`config.mk`:
```
export PLATFORM = sky130hd
export DESIGN_NAME = multicycle_control
export DESIGN_NICKNAME = d
export VERILOG_FILES = /design/src/rtl/multicycle_control_pkg.sv /design/src/rtl/multicycle_control.sv
export SDC_FILE = /design/constraint.sdc
export NUM_CORES = 1
export LEC_CHECK = 0
export ABC_AREA = 1
export CORE_ASPECT_RATIO = 0.9
export CORE_UTILIZATION = 30
export CTS_CLUSTER_DIAMETER = 120
export CTS_CLUSTER_SIZE = 24
export DETAILED_ROUTE_END_ITERATION = 8
export GPL_TIMING_DRIVEN = 0
export PLACE_DENSITY = 0.66
export SYNTH_ARGS = -nofsm -noshare
export SYNTH_HDL_FRONTEND = slang
export SYNTH_SLANG_ARGS = --single-unit
```
`constraint.sdc`:
```
create_clock -name clk -period 1.39 [get_ports clk]
set_input_delay 0.278 -clock clk [delete_from_list [all_inputs] [get_ports clk]]
set_output_delay 0.278 -clock clk [all_outputs]
set_load 0.05 [all_outputs]
```
`src/rtl/multicycle_control_pkg.sv`:
```
// Shared encodings for the multicycle MIPS control FSM: opcodes, states,
// ALU operation codes and datapath mux selects.
package multicycle_control_pkg;

  localparam logic [5:0] OP_RTYPE = 6'b000000;
  localparam logic [5:0] OP_LW    = 6'b100011;
  localparam logic [5:0] OP_SW    = 6'b101011;
  localparam logic [5:0] OP_BEQ   = 6'b000100;
  localparam logic [5:0] OP_ORI   = 6'b001101;
  localparam logic [5:0] OP_J     = 6'b000010;

  typedef enum logic [3:0] {
    S_IDLE     = 4'd0,
    S_FETCH    = 4'd1,
    S_DECODE   = 4'd2,
    S_MEM_ADDR = 4'd3,
    S_MEM_RD   = 4'd4,
    S_MEM_WB   = 4'd5,
    S_MEM_WR   = 4'd6,
    S_R_EXEC   = 4'd7,
    S_R_WB     = 4'd8,
    S_ORI_EXEC = 4'd9,
    S_ORI_WB   = 4'd10,
    S_BRANCH   = 4'd11,
    S_JUMP     = 4'd12
  } state_t;

  localparam logic [2:0] ALU_ADD = 3'b000;
  localparam logic [2:0] ALU_SUB = 3'b100;
  localparam logic [2:0] ALU_OR  = 3'b110;

  localparam logic [1:0] SRCB_B       = 2'b00;
  localparam logic [1:0] SRCB_4       = 2'b01;
  localparam logic [1:0] SRCB_EXT     = 2'b10;
  localparam logic [1:0] SRCB_SEXT_SH = 2'b11;

  localparam logic [1:0] PCSRC_ALU    = 2'b00;
  localparam logic [1:0] PCSRC_ALUOUT = 2'b01;
  localparam logic [1:0] PCSRC_JUMP   = 2'b10;

endpackage

```
`src/rtl/multicycle_control.sv`:
```
// Moore control FSM for the shared multicycle MIPS datapath; outputs decode
// straight from state (plus mem_ready for the fetch write enables).
module multicycle_control
  import multicycle_control_pkg::*;
#(
  parameter int CNT_W         = 32,
  parameter int RESET_PC_HOLD = 1
) (
  input  logic             clk,
  input  logic             rst_n,
  input  logic [5:0]       op,
  input  logic             zero,
  input  logic             mem_ready,
  output logic             pc_write,
  output logic             pc_write_cond,
  output logic             i_or_d,
  output logic             mem_read,
  output logic             mem_write,
  output logic             ir_write,
  output logic             reg_dst,
  output logic             reg_write,
  output logic             mem_to_reg,
  output logic             alu_src_a,
  output logic             ext_zero,
  output logic             r_type,
  output logic [1:0]       alu_src_b,
  output logic [2:0]       alu_op,
  output logic [1:0]       pc_source,
  output logic             illegal_op,
  output logic [CNT_W-1:0] instr_count,
  output logic [3:0]       state_dbg
);

  localparam logic [3:0] HOLD_LAST = 4'(RESET_PC_HOLD - 1);

  state_t           state_q, state_d;
  logic [3:0]       hold_q, hold_d;
  logic [CNT_W-1:0] cnt_q, cnt_d;
  logic             retire;
  logic             op_legal;

  // zero only matters to the datapath via pc_write_cond; the FSM path is fixed.
  logic unused_zero;
  assign unused_zero = zero;

  assign op_legal = (op == OP_RTYPE) || (op == OP_LW) || (op == OP_SW) ||
                    (op == OP_BEQ) || (op == OP_ORI) || (op == OP_J);

  always_comb begin
    state_d = S_IDLE;
    hold_d  = 4'd0;
    retire  = 1'b0;
    case (state_q)
      S_IDLE: begin
        if (hold_q == HOLD_LAST) state_d = S_FETCH;
        else begin
          state_d = S_IDLE;
          hold_d  = hold_q + 4'd1;
        end
      end
      S_FETCH:  state_d = mem_ready ? S_DECODE : S_FETCH;
      S_DECODE: begin
        case (op)
          OP_RTYPE:      state_d = S_R_EXEC;
          OP_LW, OP_SW:  state_d = S_MEM_ADDR;
          OP_BEQ:        state_d = S_BRANCH;
          OP_ORI:        state_d = S_ORI_EXEC;
          OP_J:          state_d = S_JUMP;
          default:       state_d = S_FETCH;
        endcase
      end
      S_MEM_ADDR: state_d = op[3] ? S_MEM_WR : S_MEM_RD;
      S_MEM_RD:   state_d = mem_ready ? S_MEM_WB : S_MEM_RD;
      S_MEM_WB:   begin state_d = S_FETCH; retire = 1'b1; end
      S_MEM_WR:   begin
        state_d = mem_ready ? S_FETCH : S_MEM_WR;
        retire  = mem_ready;
      end
      S_R_EXEC:   state_d = S_R_WB;
      S_R_WB:     begin state_d = S_FETCH; retire = 1'b1; end
      S_ORI_EXEC: state_d = S_ORI_WB;
      S_ORI_WB:   begin state_d = S_FETCH; retire = 1'b1; end
      S_BRANCH:   begin state_d = S_FETCH; retire = 1'b1; end
      S_JUMP:     begin state_d = S_FETCH; retire = 1'b1; end
      default:    state_d = S_IDLE;
    endcase
    cnt_d = retire ? cnt_q + CNT_W'(1) : cnt_q;
  end

  always_ff @(posedge clk or negedge rst_n) begin
    if (!rst_n) begin
      state_q <= S_IDLE;
      hold_q  <= 4'd0;
      cnt_q   <= '0;
    end else begin
      state_q <= state_d;
      hold_q  <= hold_d;
      cnt_q   <= cnt_d;
    end
  end

  always_comb begin
    pc_write      = 1'b0;
    pc_write_cond = 1'b0;
    i_or_d        = 1'b0;
    mem_read      = 1'b0;
    mem_write     = 1'b0;
    ir_write      = 1'b0;
    reg_dst       = 1'b0;
    reg_write     = 1'b0;
    mem_to_reg    = 1'b0;
    alu_src_a     = 1'b0;
    ext_zero      = 1'b0;
    r_type        = 1'b0;
    alu_src_b     = SRCB_B;
    alu_op        = ALU_ADD;
    pc_source     = PCSRC_ALU;
    illegal_op    = 1'b0;
    case (state_q)
      S_FETCH: begin
        mem_read  = 1'b1;
        alu_src_b = SRCB_4;
        ir_write  = mem_ready;
        pc_write  = mem_ready;
      end
      S_DECODE: begin
        alu_src_b  = SRCB_SEXT_SH;
        illegal_op = !op_legal;
      end
      S_MEM_ADDR: begin
        alu_src_a = 1'b1;
        alu_src_b = SRCB_EXT;
      end
      S_MEM_RD: begin
        mem_read = 1'b1;
        i_or_d   = 1'b1;
      end
      S_MEM_WB: begin
        reg_write  = 1'b1;
        mem_to_reg = 1'b1;
      end
      S_MEM_WR: begin
        mem_write = 1'b1;
        i_or_d    = 1'b1;
      end
      S_R_EXEC: begin
        alu_src_a = 1'b1;
        r_type    = 1'b1;
      end
      S_R_WB: begin
        reg_write = 1'b1;
        reg_dst   = 1'b1;
      end
      S_ORI_EXEC: begin
        alu_src_a = 1'b1;
        alu_src_b = SRCB_EXT;
        ext_zero  = 1'b1;
        alu_op    = ALU_OR;
      end
      S_ORI_WB: reg_write = 1'b1;
      S_BRANCH: begin
        alu_src_a     = 1'b1;
        alu_op        = ALU_SUB;
        pc_write_cond = 1'b1;
        pc_source     = PCSRC_ALUOUT;
      end
      S_JUMP: begin
        pc_write  = 1'b1;
        pc_source = PCSRC_JUMP;
      end
      default: ;
    endcase
  end

  assign instr_count = cnt_q;
  assign state_dbg   = state_q;

endmodule
```
==> results of run 1 <==
==> synth_stat cells, drive strengths merged <==
master	n	share of area, %
a21oi	2	0.37
buf	9	3.0
conb	1	0.14
dfrtp	40	37
ha	3	1.4
inv	39	5.4
nand2	181	25
nand3	19	3.7
nand3b	4	1.1
nand4	9	2.1
nor2	87	13
nor3	2	0.37
o2111ai	1	0.32
o21ai	14	2.6
o22ai	2	0.46
xnor2	1	0.32
xor2	12	4.1
==> power groups by stage <==
stage | Combinational (W) | Sequential, W | Clock, W
2_1_floorplan | 0.00163 | 0.00182 | 0
3_3_place_gp | 0.00274 | 0.00149 | 0
3_5_place_dp | 0.00275 | 0.00150 | 0
4_1_cts | 0.00354 | 0.00145 | 0.000989
5_1_grt | 0.00469 | 0.00148 | 0.00103
6_report | 0.00450 | 0.00146 | 0.000982
==> how the worst max path moves through the flow <==
stage,end,start,slack (ns),cells past startpoint
2_1_floorplan,instr_count[2],state_dbg[3],-0.39,10
3_5_place_dp,illegal_op,op[3],-1.00,6
4_1_cts,illegal_op,state_dbg[2],-0.34,6
3_3_place_gp,state_dbg[0],rst_n,-1.11,1
6_report,reg_write,state_dbg[1],-0.33,6
5_1_grt,illegal_op,state_dbg[3],-0.38,6
==> metal layers <==
layer	part of all wire [%]	GRT usage, %	up-vias
met5	0	0	-
met4	2.1	5.595	0
met3	5.2	3.245	17
met2	47	29.94	72
met1	46	25.27	1465
li1	-	-	1534
==> flip-flops by register name, indices dropped and copies added, names as in the netlist <==
signal and count:
state_dbg 4, hold_q 4, instr_count 32
==> repair_timing <==
action,4_1_cts,5_1_grt
gates resized for setup,361,76
endpoints found under the setup margin,88,71
pin swaps,6,11
gates cloned,1,2
buffers inserted,23,14
==> per-stage QoR <==
step	total power [W]	setup WS (ns)
after floorplan	0.003450	-0.3929
after global placement	0.004230	-1.108
after detailed placement	0.004249	-1.005
after CTS	0.005979	-0.3439
after global routing	0.007203	-0.3751
final	0.006945	-0.3308
==> cells by family after synthesis <==
family | Yosys count | share of synthesized area, %
adder cells (fa/ha/maj) | 3 | 1.378
AND/OR/NAND/NOR | 302 | 45.15
XOR/XNOR | 13 | 4.456
flip-flops | 40 | 36.75
AO/OA/AOI/OAI | 19 | 3.720
other | 1 | 0.1377
buffers and inverters | 48 | 8.406
==> cell type report <==
type                       instances  area, um2  share of cell area (%)
clock inverter                     3      42.54                  0.9698
tap                              119      148.9                   3.394
inverter                          39      170.2                   3.879
multi-input combinational        338       1871                   42.64
sequential                        40       1011                   23.05
buffer                             9      117.6                   2.681
timing repair buffer             103      957.2                   21.82
clock buffer                       5      68.82                   1.569
==> summary.md, run 1 <==
| Metric | Value |
|---|---|
| Status | complete, but fails checks |
| Failing checks | negative setup slack |
| Fillers | slightly above 800 |
| Syn Inst Count | 426 |
| CP Data Arrival Time | roughly 1.4 ns |
| R2R Path End | instr_count[0] |
| Pleak | approximately 2 nW |
| Most frequent cells in the layout | 167 x nand2_1, 56 x nor2_1, 32 x inv_1, 32 x dfrtp_1, 29 x buf_4 |
| Final RePlAce weighted congestion | 0.8562 |
| Drt pass-1 iters | 5 |
| Internal | 0.003752 W |
| Crit path kind | flop to primary output |
| Post-layout min period | around 1.7 ns |
| Die Ht | about 90 um |
| Syn-to-layout area delta | 61.05% |
| 1st-iter DRT viols | about 200 |
| Final Util | 50.49% |
| Post-Syn Area | approximately 2700 um2 |
| Overflow after GRT | 0 |
| Initial antenna violation count | 0 |
| Flop pwr share | between 20% and 30% |
| Sw Pwr | 0.003193 W |
| Final Cycle Share | 123.8% |
| FF+latch count, synth | 40 |
| Vias in the first global route | around 3000 |
| Non-filler instance count after layout | about 660 |
| H-tree levels | 2 |
| Nature of the critical path endpoint | primary output |
| Max_cap viols | 0 |
| Crit-path cells | clkinv_4, nand2_8, nor2_4, nor2_4, inv_1, buf_6 |
| Worst R2R Start | state_dbg[1] |
| Critical Path Source Type | flop |
| Clock power frac | about 14% |
| Clk pin slew, worst setup/hold paths | 0.09 ns |
| Worst EP required | about 1.1 ns |
| Slew Viols, Final | 0 |
| CP Max Fanout | 6 |
| Gr usage total | a little under a fifth |
| Post-Syn Nets | 439 |
| Distinct cells, synth | 24 |
| Avg Cell Area, Syn | about 6.4 um2 |
| Cts bufs inserted | 5 |
| Largest net degree at the start of global routing | between 40 and 50 |
| First-pass GRT wire length | about 14 mm |
| Slew @ Worst Pin | 0.8961 ns |
| Synthesis Warnings | 0 |
| Clock Tree Buf Depth | 2 |
| Net count, final | roughly 550 |
| Placed cell count | between 600 and 700 |
| Worst hold path class | input pin to async pin |
| CTS root buf | clkbuf_8 |
| Fmax | about 580 MHz |
| CTS tree | yes |
| Die area | ~9500 um2 |
| Hold WS | between 0.08 and 0.09 ns |
| Commonest non-fill, non-tap cell in the layout | nand2_1 |
| Vias/cell | between 4 and 5 |
| Max-slew headroom | just over 40% |
| Starting Density | approximately a third |
| Ports | 66 |
| Slowest CP cell | dfrtp_2 |
| Most used cell, CP | nor2_4 |
| Setup ws final | -0.3308 ns |
| Placed Area | roughly 3600 um2 |
| Setup TNS | -11.53 ns |
| Max incr delay on CP | about 0.45 ns |
| Final hold violation count | 0 |
| Core box area | 8688 um2 |
| Routed Antenna Nets | 0 |
| Top delay family on crit path | flip-flops |
| Vias | ~3000 |
| Clock Latency Late Sink | 0.31 ns |
| Final setup violation count | 53 |
| Reg2reg path depth | 10 |
| Power Density | ~1600 nW/um2 |
| Peak VDD IR | 0.9156 mV |
| RSZ-0062 raised after global routing | yes |
| Sequential area share after synthesis | roughly 37% |
| WL/cell | approximately 14 um |
| Clock Sinks | 40 |
| Switching share of power | roughly 46% |
| Reg2Reg Setup Slack | -0.30 ns |
| Buf/Inv on CP | 3 |
| Worst Skew | about 0.012 ns |
| Layout cells sized above 1 | about a third |
| Routed Wire Length | between 8 and 9 mm |
| IO Port Bufs | 63 |
| Die X | 102.4 um |
| Antenna cells | 0 |
| Drt drc | 0 |
| DPL Wire Length | ~5.9 mm |
| CTS Hold Bufs | 0 |
| Num rows | 32 |
| Post-Layout Inst Area | between 4000 and 5000 um2 |
| Logic pwr share | 64.8% |
(Power assumes the default switching activity.)
==> inputs of run 2 (changes only) <==
clock period = 1.4 ns   (was 1.39 ns; I/O delays follow)
==> summary.md, run 2 (synthesized netlist as in run 1, its figures left out) <==
| Metric | Value |
|---|---|
| Status | complete, but fails checks |
| Failing checks | negative setup slack |
| Net count, final | 549 (unchanged) |
| Critical Path Source Type | flop |
| Commonest non-fill, non-tap cell in the layout | nand2_1 |
| Initial antenna violation count | 0 (unchanged) |
| Layout cells sized above 1 | 34.64% (unchanged) |
| Crit-path cells | buf_12, nand2_8, nor2_4, nor2_4, inv_1, buf_6 |
| Logic pwr share | 64.8% (about the same) |
| Ports | 66 (unchanged) |
| Final Cycle Share | 123.0% |
| CTS root buf | clkbuf_8 |
| Starting Density | 31.35% (unchanged) |
| CP Data Arrival Time | 1.44 ns (about the same) |
| Flop pwr share | 21.1% (about the same) |
| Crit path kind | flop to primary output |
| Final RePlAce weighted congestion | 0.8562 (unchanged) |
| Nature of the critical path endpoint | primary output |
| Routed Wire Length | 8.875 mm (+0.11%) |
| Worst Skew | 0.01208 ns (+0.0003828 ns) |
| First-pass GRT wire length | 13.92 mm (-0.10%) |
| Drt drc | 0 (unchanged) |
| Final hold violation count | 0 (unchanged) |
| Die X | 102.4 um (unchanged) |
| Die Ht | 92.40 um (unchanged) |
| Placed cell count | 608 (unchanged) |
| Vias in the first global route | 2951 (unchanged) |
| Largest net degree at the start of global routing | 41 (unchanged) |
| Max_cap viols | 0 (unchanged) |
| Fillers | 828 (+0.36%) |
| Top layer in use | met4 |
| Slew Viols, Final | 0 (unchanged) |
| Sequential cell area | 1011 um2 (unchanged) |
| Final Util | 50.40% (-0.086 points) |
| Vias/cell | 4.732 (+0.52%) |
| H-tree levels | 2 (unchanged) |
| Drt pass-1 iters | 5 (unchanged) |
| Cts bufs inserted | 5 (unchanged) |
| Switching share of power | 46.03% (+0.060 points) |
| Clock power frac | 14.1% (about the same) |
| Worst hold path class | input pin to async pin |
| Met3 WL | 401 um (-13%) |
| Worst EP required | 1.12 ns (about the same) |
| Metal2 WL | 4.183 mm (+0.43%) |
| Final setup violation count | 53 (unchanged) |
| Internal | 0.003720 W (-0.87%) |
| Clock Tree Buf Depth | 2 (unchanged) |
| Post-Route M1 WL | 4.105 mm (+1.4%) |
| Sw Pwr | 0.003172 W (-0.63%) |
| Gr usage total | 18.61% (about the same) |
| CTS tree | yes |
| Most used cell, CP | nor2_4 |
| Vias | 3104 (+0.52%) |
| Overflow after GRT | 0 (unchanged) |
| Die area | 9465 um2 (unchanged) |
| Num rows | 32 (unchanged) |
| Power, Total | 0.006892 W (-0.76%) |
| Syn-to-layout area delta | 60.77% |
| Peak VDD IR | 0.9091 mV (-0.71%) |
| Most frequent cells in the layout | 167 x nand2_1, 56 x nor2_1, 32 x inv_1, 32 x dfrtp_1 |
| Max FFs per register | 32 (unchanged) |
| Crit. Startpoint | state_dbg[0] |
| Worst R2R Start | state_dbg[1] |
| WL/cell | 13.53 um (+0.11%) |
| Setup ws final | -0.3226 ns (+0.008253 ns) |
| Slowest CP cell | dfrtp_2 |
| Pleak | 2.060 nW (about the same) |
| Max-slew headroom | 40.12% (-0.14 points) |
| Max incr delay on CP | 0.46 ns (about the same) |
| Clk pin slew, worst setup/hold paths | 0.09 ns (about the same) |
| Routed Antenna Nets | 0 (unchanged) |
| IO Port Bufs | 63 (unchanged) |
| Core box area | 8688 um2 (unchanged) |
| Non-filler instance count after layout | 656 (unchanged) |
| Post-layout min period | ~1.7 ns |
| Multi-input logic area | 1871 um2 (unchanged) |
| Clock Latency Late Sink | 0.30 ns (about the same) |
| Power Density | 1574 nW/um2 (-0.59%) |
| CTS Hold Bufs | 0 (unchanged) |
| RSZ-0062 raised after global routing | yes |
| Hold WS | 0.09021 ns (+0.005887 ns) |
| Clock Sinks | 40 (unchanged) |
| 1st-iter DRT viols | 206 (+2.0%) |
| CP Max Fanout | 6 (unchanged) |
| DPL Wire Length | 5.878 mm (unchanged) |
| Slew @ Worst Pin | 0.8982 ns (+0.002085 ns) |
| Fmax | 580.5 MHz |
| Antenna cells | 0 (unchanged) |
run 2: changes by cell type in the layout (fill, tap and decap cells not counted):
cell / delta
buf_2: +3
clkbuf_4: -3
run 2: power by group through the flow:
stage	clock network, W	registers, W	logic [W]
after floorplan	0	0.00181	0.00162
after global placement	0	0.00148	0.00272
after detailed placement	0	0.00149	0.00273
after CTS	0.000982	0.00144	0.00351
after global routing	0.00102	0.00147	0.00466
final	0.000972	0.00145	0.00447
run 2: layout make-up:
type                    instances  area share (%)
repair buffers                103           21.69
flip-flops and latches         40           23.09
multi-input cells             338           42.71
well taps                     119           3.400
inverters                      39           3.886
clock inverters                 3          0.9714
plain buffers                   9           2.686
clock buffers                   5           1.571
run 2: final timing paths:
check,slack (ns),cells after the start,endpoint
min in group clk,0.45,5,state_dbg[0]
worst min register to register,0.49,1,hold_q[0]
max in group asynchronous,0.68,1,state_dbg[1]
worst max-delay path,-0.32,6,reg_write
worst min-delay path,0.09,1,instr_count[2]
worst max register to register,-0.29,10,instr_count[0]
run 2: timing repair:
item                       CTS  global route
buffers inserted            23            14
pin swaps                    6            11
gates resized for setup    357            78
gates cloned                 1             2
setup endpoints to repair   88            68
run 2: critical path, delay by kind of cell, from the launching register on:
kind,cells,cell delay [ns]
buffers and inverters,3,0.37
DFF,1,0.46
and+or+nand+nor,3,0.30
run 2: per-stage QoR:
step / instance area, um2 / setup TNS (ns) / setup WS, ns
final: 4379 / -11.05 / -0.3226
after global routing: 4379 / -13.46 / -0.3671
after CTS: 3990 / -8.113 / -0.3359
after detailed placement: 3625 / -21.57 / -0.9988
after global placement: 3630 / -59.56 / -1.100
after floorplan: 2850 / -13.15 / -0.3829
run 2: layer usage:
| layer | vias to the layer above | global-route usage (%) |
|---|---|---|
| li1 | 1538 | - |
| met1 | 1461 | 25.22 |
| met2 | 88 | 29.94 |
| met3 | 17 | 3.245 |
| met4 | 0 | 5.595 |
| met5 | - | 0 |
==> inputs of run 3 (changes only) <==
CORE_UTILIZATION = 45   (was 30)
PLACE_DENSITY = 0.88   (was 0.66)
==> summary.md, run 3 (synthesized netlist as in run 1, its figures left out) <==
| Metric | Value |
|---|---|
| Status | complete, but fails checks |
| Failing checks | design-rule violations, negative setup slack |
| 1st-iter DRT viols | 545 (+160%) |
| Layout cells sized above 1 | 31.25% (-3.4 points) |
| Final hold violation count | 0 (unchanged) |
| Peak VDD IR | 0.9077 mV (-0.15%) |
| Final RePlAce weighted congestion | 0.9288 (+8.5%) |
| Met3 WL | 1.124 mm (+180%) |
| WL/cell | 17.42 um (+29%) |
| CP Data Arrival Time | 2.01 ns (+0.57 ns) |
| DPL Wire Length | 5.730 mm (-2.5%) |
| Worst EP required | 1.60 ns (+0.48 ns) |
| Ports | 66 (unchanged) |
| Drt pass-1 iters | 9 (+4) |
| Antenna cells | 0 (unchanged) |
| Final setup violation count | 57 (+7.5%) |
| Die X | 84.01 um (-18%) |
| Pleak | 1.918 nW (-6.9%) |
| Max_cap viols | 0 (unchanged) |
| Power Density | 1554 nW/um2 (-1.3%) |
| Vias/cell | 5.841 (+23%) |
| Post-Route M1 WL | 3.828 mm (-6.7%) |
| Hold WS | 0.1036 ns (+0.01339 ns) |
| IO Port Bufs | 63 (unchanged) |
| Slowest CP cell | dfrtp_2 |
| Most frequent cells in the layout | 168 x nand2_1, 64 x nor2_1, 34 x dfrtp_1 |
| Setup ws final | -0.4059 ns (-0.08336 ns) |
| Gr usage total | 29.47% (+11 points) |
| Vias in the first global route | 3094 (+4.8%) |
| Clk pin slew, worst setup/hold paths | 0.09 ns (about the same) |
| Crit-path cells | buf_4, nand2_8, nor2_4, nor2_2, buf_4, nand3_4, buf_6, buf_6, nand2_1, nand2_1 |
| Die area | 6369 um2 (-33%) |
| Routed Wire Length | 10.42 mm (+17%) |
| Syn-to-layout area delta | 47.17% |
| H-tree levels | 2 (unchanged) |
| Drt drc | 4 (+4) |
| Max FFs per register | 32 (unchanged) |
| Num rows | 26 (-19%) |
| Fmax | 553.7 MHz (-4.6%) |
| Clock Sinks | 40 (unchanged) |
| DP Worst Slack | -1.000 ns (-0.001188 ns) |
| First-pass GRT wire length | 14.47 mm (+4.0%) |
| Max incr delay on CP | 0.46 ns (about the same) |
| Setup TNS | -15.19 ns (-4.143 ns) |
| Vias | 3493 (+13%) |
| Clock Latency Late Sink | 0.31 ns (about the same) |
| Clock Tree Buf Depth | 2 (unchanged) |
| Die Ht | 75.81 um (-18%) |
| Slew @ Worst Pin | 0.9382 ns (+0.04001 ns) |
| RSZ-0062 raised after global routing | yes |
| Initial antenna violation count | 0 (unchanged) |
| Non-filler instance count after layout | 598 (-8.8%) |
| Largest net degree at the start of global routing | 41 (unchanged) |
| Overflow after GRT | 0 (unchanged) |
| CP Max Fanout | 10 (+4) |
| Worst Skew | 0.01428 ns (+0.002201 ns) |
| Slew Viols, Final | 0 (unchanged) |
| Top layer in use | met4 |
| Metal2 WL | 4.806 mm (+15%) |
| CTS Hold Bufs | 0 (unchanged) |
| Critical Path Source Type | flop |
| Max-slew headroom | 37.45% (-2.7 points) |
| Routed Antenna Nets | 0 (unchanged) |
| CTS root buf | clkbuf_8 |
| CTS tree | yes |
| Starting Density | 47.31% (+16 points) |
| Crit path kind | flop to flop |
| Worst hold path class | input pin to async pin |
| Core box area | 5758 um2 (-34%) |
| Commonest non-fill, non-tap cell in the layout | nand2_1 |
| Net count, final | 540 (-1.6%) |
| Final Cycle Share | 129.0% (+6.0 points) |
| Placed cell count | 559 (-8.1%) |
| Cts bufs inserted | 5 (unchanged) |
| Nature of the critical path endpoint | flop |
| Post-layout min period | 1.806 ns (+0.08336 ns) |
-- run 3: cell types whose count changed in the layout (fill, tap and decap cells not counted), moves of 3 or more --
cell    previous run  this run
nor2_1            56        64
nor2_4            18        13
buf_12             4         0
buf_8             12         8
nor2_2            13        10
-- run 3: stage by stage --
step                      cell area (um2)  util (%)  power (W)
final                                4009     69.62   0.006228
after CTS                            3905     67.82   0.005592
after detailed placement             3563     61.89   0.004226
after global placement               3568     61.97   0.004174
after floorplan                      2850         -   0.003425
after global routing                 4009     69.62   0.006398
-- run 3: critical path, delay by kind of cell (launching register included) --
kind | cells | cell delay (ns)
buf+inv | 4 | 0.63
simple gates | 6 | 0.61
flops | 1 | 0.46
-- run 3: what timing repair did --
action | in CTS | in global routing
gates resized for setup | 322 | 66
pin swaps | 7 | 8
buffers inserted | 23 | 9
gates cloned | 1 | 0
setup endpoints to repair | 88 | 73
-- run 3: layer usage --
layer / vias up / GRT usage, %
li1: 1519 / -
met2: 281 / 51.46
met4: 0 / 16.09
met3: 75 / 6.176
met5: - / 0
met1: 1618 / 35.05
-- run 3: power by group --
group	total [W]	internal, W	switching [W]
Sequential	0.00144	0.00127	0.000167
Clock	0.000786	0.000351	0.000435
Combinational	0.00400	0.00149	0.00252
-- run 3: cell type report --
class | instances | area [um2]
multi-input cells | 338 | 1787
fillers | 419 | 1749
flip-flops and latches | 40 | 1008
repair buffers | 94 | 780.7
inverters | 39 | 170.2
plain buffers | 9 | 93.84
well taps | 70 | 87.58
clock buffers | 7 | 76.32
clock inverters | 1 | 5.005
-- run 3: worst paths after layout --
kind | from | endpoint | slack, ns | cells past startpoint
hold / removal | rst_n | instr_count[5] | 0.10 | 1
setup reg to reg | state_dbg[2] | instr_count[13] | -0.41 | 10
hold reg to reg | hold_q[0] | hold_q[0] | 0.50 | 1
max in group asynchronous | rst_n | state_dbg[0] | 0.63 | 1
min in group clk | hold_q[0] | hold_q[0] | 0.50 | 1
setup / recovery | state_dbg[2] | instr_count[13] | -0.41 | 10
